===== src/rtl/multisim_apb_arbiter.sv =====
`default_nettype none
// ============================================================================
// multisim_apb_arbiter: round-robin sharing of one APB manager port among
// N_REQ APB requesters, with an optional ACCESS-phase watchdog.
// Revision: 1.0
// ============================================================================
module multisim_apb_arbiter #(
  parameter int N_REQ      = 2,
  parameter int REQ_WIDTH  = 64,
  parameter int RESP_WIDTH = 33,
  parameter int TIMEOUT    = 0
) (
  input  logic                         clk,
  input  logic                         rst,
  input  logic [N_REQ-1:0]             i_s_psel,
  input  logic [N_REQ*REQ_WIDTH-1:0]   i_s_req,
  output logic [N_REQ-1:0]             o_s_pready,
  output logic [RESP_WIDTH-1:0]        o_s_resp,
  output logic                         o_s_timeout,
  output logic [REQ_WIDTH-1:0]         o_m_req,
  output logic                         o_m_psel,
  output logic                         o_m_penable,
  input  logic                         i_m_pready,
  input  logic [RESP_WIDTH-1:0]        i_m_resp
);

  localparam int c_idx_w = (N_REQ > 1) ? $clog2(N_REQ) : 1;
  localparam logic [15:0] c_wdog_last = 16'(TIMEOUT - 1);
  localparam logic [c_idx_w-1:0] c_last_idx = c_idx_w'(N_REQ - 1);

  typedef enum logic [1:0] {
    S_IDLE   = 2'd0,
    S_SETUP  = 2'd1,
    S_ACCESS = 2'd2
  } state_t;

  state_t              r_state;
  logic [c_idx_w-1:0]  r_ptr;
  logic [c_idx_w-1:0]  r_grant;
  logic [15:0]         r_wdog;

  logic [c_idx_w-1:0]  w_winner;
  logic [c_idx_w-1:0]  w_next_ptr;
  logic                w_expire;
  logic                w_done;
  logic [REQ_WIDTH-1:0] w_slice [N_REQ];

  // Scan from the highest offset down so the lowest offset after ptr wins.
  always_comb begin
    int idx;
    w_winner = r_ptr;
    for (int k = N_REQ - 1; k >= 0; k--) begin
      idx = int'(r_ptr) + k;
      if (idx >= N_REQ) idx = idx - N_REQ;
      if (i_s_psel[idx]) w_winner = c_idx_w'(idx);
    end
  end

  assign w_next_ptr = (r_grant == c_last_idx) ? '0 : r_grant + c_idx_w'(1);

  // A real pready in the expiry cycle wins over the watchdog.
  assign w_expire = (TIMEOUT != 0) && (r_state == S_ACCESS) &&
                    (r_wdog == c_wdog_last) && !i_m_pready;
  assign w_done   = (r_state == S_ACCESS) && (i_m_pready || w_expire);

  generate
    for (genvar i = 0; i < N_REQ; i++) begin : g_slice
      assign w_slice[i]    = i_s_req[i*REQ_WIDTH +: REQ_WIDTH];
      assign o_s_pready[i] = w_done && (r_grant == c_idx_w'(i));
    end
  endgenerate

  assign o_m_psel    = (r_state != S_IDLE);
  assign o_m_penable = (r_state == S_ACCESS);
  assign o_m_req     = (r_state != S_IDLE) ? w_slice[r_grant] : '0;
  assign o_s_timeout = w_expire;
  assign o_s_resp    = (r_state != S_ACCESS) ? '0 :
                       (w_expire ? '1 : i_m_resp);

  always_ff @(posedge clk or posedge rst) begin
    if (rst) begin
      r_state <= S_IDLE;
      r_ptr   <= '0;
      r_grant <= '0;
      r_wdog  <= '0;
    end else begin
      case (r_state)
        S_IDLE: begin
          r_wdog <= '0;
          if (|i_s_psel) begin
            r_grant <= w_winner;
            r_state <= S_SETUP;
          end
        end
        S_SETUP: r_state <= S_ACCESS;
        S_ACCESS: begin
          if (w_done) begin
            r_state <= S_IDLE;
            r_wdog  <= '0;
            r_ptr   <= w_next_ptr;
          end else begin
            r_wdog  <= r_wdog + 16'd1;
          end
        end
        default: r_state <= S_IDLE;
      endcase
    end
  end

endmodule
`default_nettype wire

===== config.mk =====
export PLATFORM = sky130hd
export DESIGN_NAME = multisim_apb_arbiter
export DESIGN_NICKNAME = d
export VERILOG_FILES = /design/src/rtl/multisim_apb_arbiter.sv
export SDC_FILE = /design/constraint.sdc
export NUM_CORES = 1
export LEC_CHECK = 0
export ABC_AREA = 1
export CAP_MARGIN = 20
export CORE_AREA = 4 4 101 103
export CTS_CLUSTER_DIAMETER = 100
export DETAILED_ROUTE_END_ITERATION = 10
export DIE_AREA = 0 0 105 107
export GPL_ROUTABILITY_DRIVEN = 1
export PLACE_DENSITY_LB_ADDON = 0.2
export SLEW_MARGIN = 30
export SYNTH_ARGS = -nofsm -noshare
export SYNTH_HDL_FRONTEND = slang
export SYNTH_SLANG_ARGS = --single-unit

===== constraint.sdc =====
create_clock -name clk -period 2.7 [get_ports clk]
set_input_delay 0.27 -clock clk [delete_from_list [all_inputs] [get_ports clk]]
set_output_delay 0.27 -clock clk [all_outputs]
set_load 0.05 [all_outputs]

==> results.ini <==
[setup_path]
path_class=input port to output port
startpoint_type=input port
end_kind=output port
required_ns=2.43
r2r_cells=5
r2r_setup_slack_ns=1.26
cp_max_fo=3
r2r_start=r_state[1]
rr_endpoint=r_grant
arrival_ns=1.77

[timing]
rsz0062_at_grt=no
setup_tns_ns=0
slew_viol_final=0
period_share_pct=75.68
hold_ws_ns=0.2474
tightest_slew_ns=0.5614
clock_skew_ns=0.001913
setup_viol=0
finalHoldViolCount=0
slew_headroom_pct=62.57
fin_crit_ns=2.043
setup_ws_ns=0.6567
max_freq_mhz=489.4

[global_route]
grt_overflow=0
antenna_found_initial=0
grt_pass1_vias=2792
track_usage_pct=15.07
grt_start_max_net_pins=66
grt_pass1_wl_um=14080

[cells_and_area]
final_common_cell=clkdlybuf4s50_1
n_antenna_cell=0
nNetsFinal=732
drive_above_1_share_pct=24.60
final_area_mm2=0.004845
most-common-layout-cells=clkdlybuf4s50_1, nand2_1, buf_12, inv_1, buf_4
fin_cells=676
area_delta_synth_final_pct=211.5

[placement]
port_buffers=266
dpl-instance-area_mm2=0.004800
dpl.hpwl_um=7758
place_ws_ns=0.6552
place_congestion=0.7831
dp_cells=672

[floorplan]
core_mm2=0.009196
fp.dieArea_mm2=0.01124
row_count=35
initial_utilization_pct=16.91
pin_count=268
dieWidth_um=105
die_h_um=107

[logic_synthesis]
yosysSeqAreaShare_pct=6.436
synth_nets=480
synthCells=314
ys_ff_latch=4
synth.avg_cell_area_um2=4.953
synth_cell_types=15
syn_area_mm2=0.001555
yosysWarnings=0

[power_and_ir_drop]
ir_drop_uv=672.4
p_leak_nw=2.224
power.density_mw_per_mm2=1347

[min_path]
hp-class=input port to asynchronous set/reset pin

[route]
drc_errors=0
vias_per_cell=4.161
ant_nets=0
wl_per_cell_um=13.77
num_vias=2813
drt-pass1-iter-count=4
drtIter0Drc=109
wl_um=9311

[cts]
postCtsResizedCells=0
cts_buffer_depth=2
postCtsHoldBufs=0
clock_sinks=4
postCtsSetupBuffers=0
clkTransAtPathRegs_ns=0.03
cts_tree=done
cts-root-buf=clkbuf_8
cts_buffers=3
clk_latency_ns=0.22
cts_max_level=1

[run_status]
outcome=finished clean

[run]
maxCapViolCount=0

-- layout make-up --
cell class                 count  area [µm²]
multi-input combinational    242        1110
timing repair buffer         272        3288
sequential                     4       101.3
inverter                      43       161.4
fill                         874        4352
clock buffer                   4       45.04
tap                          111       138.9
-- where the power goes --
part	internal (mW)	total (mW)	switching, mW
sequential	0.0912	0.124	0.0324
combinational	2.54	6.27	3.73
clock	0.101	0.133	0.0325
total	2.73	6.52	3.80
-- critical path: stages --
cell             delay (ns)
clkdlybuf4s50_1        0.49
nand3_1                0.10
nor2_1                 0.10
clkdlybuf4s50_1        0.81
-- registers in the layout, indices dropped and copies added, names as in the netlist --
signal,cells
r_state,2
r_grant,1
r_ptr,1
-- how the worst max path moves through the flow --
stage	startpoint	to	slack [ns]
6_report	i_m_pready	o_s_pready[1]	0.66
5_1_grt	i_m_pready	o_s_pready[1]	0.56
4_1_cts	i_m_pready	o_s_pready[1]	0.64
3_5_place_dp	i_m_pready	o_s_pready[1]	0.66
3_3_place_gp	i_m_pready	o_s_pready[1]	0.64
2_1_floorplan	r_state[1]	o_s_pready[0]	0.77
-- synthesized netlist by cell type --
library cell / n / area share [%]
nand2_1: 137 / 33
o21ai_0: 1 / 0.32
inv_2: 1 / 0.24
inv_1: 42 / 10
a21oi_1: 35 / 11
buf_1: 1 / 0.24
buf_2: 10 / 3.2
a21oi_2: 29 / 16
nand3_1: 3 / 0.97
buf_4: 6 / 2.9
buf_6: 8 / 5.8
conb_1: 1 / 0.24
dfrtp_1: 4 / 6.4
nor2_1: 35 / 8.4
nor2_2: 1 / 0.40
-- metal layers --
layer  track usage (%)  up-vias  part of all wire [%]  routed length [µm]
li1                  -     1442                     -                   -
met2             29.65      151                    53                4954
met1             15.10     1206                    34                3191
met4             3.468        0                   1.8                 170
met5                 0        -                     0                   0
met3             5.238       14                    11                 994
-- cell families (layout without fill, tap and decap cells) --
group | count (synthesis) | in the layout | synth area share, %
DFF | 4 | 4 | 6.436
other | 1 | 1 | 0.2411
buffers and inverters | 68 | 319 | 22.53
AOI/OAI and AO/OA | 65 | 65 | 27.92
and+or+nand+nor | 176 | 176 | 42.88
-- metrics by stage --
step	power, mW	util, %
final	6.525	52.68
after detailed placement	6.455	52.19
after global placement	6.408	52.19
after CTS	6.606	52.68
after floorplan	3.642	-
after global routing	6.808	52.68
(Power assumes the default switching activity.)
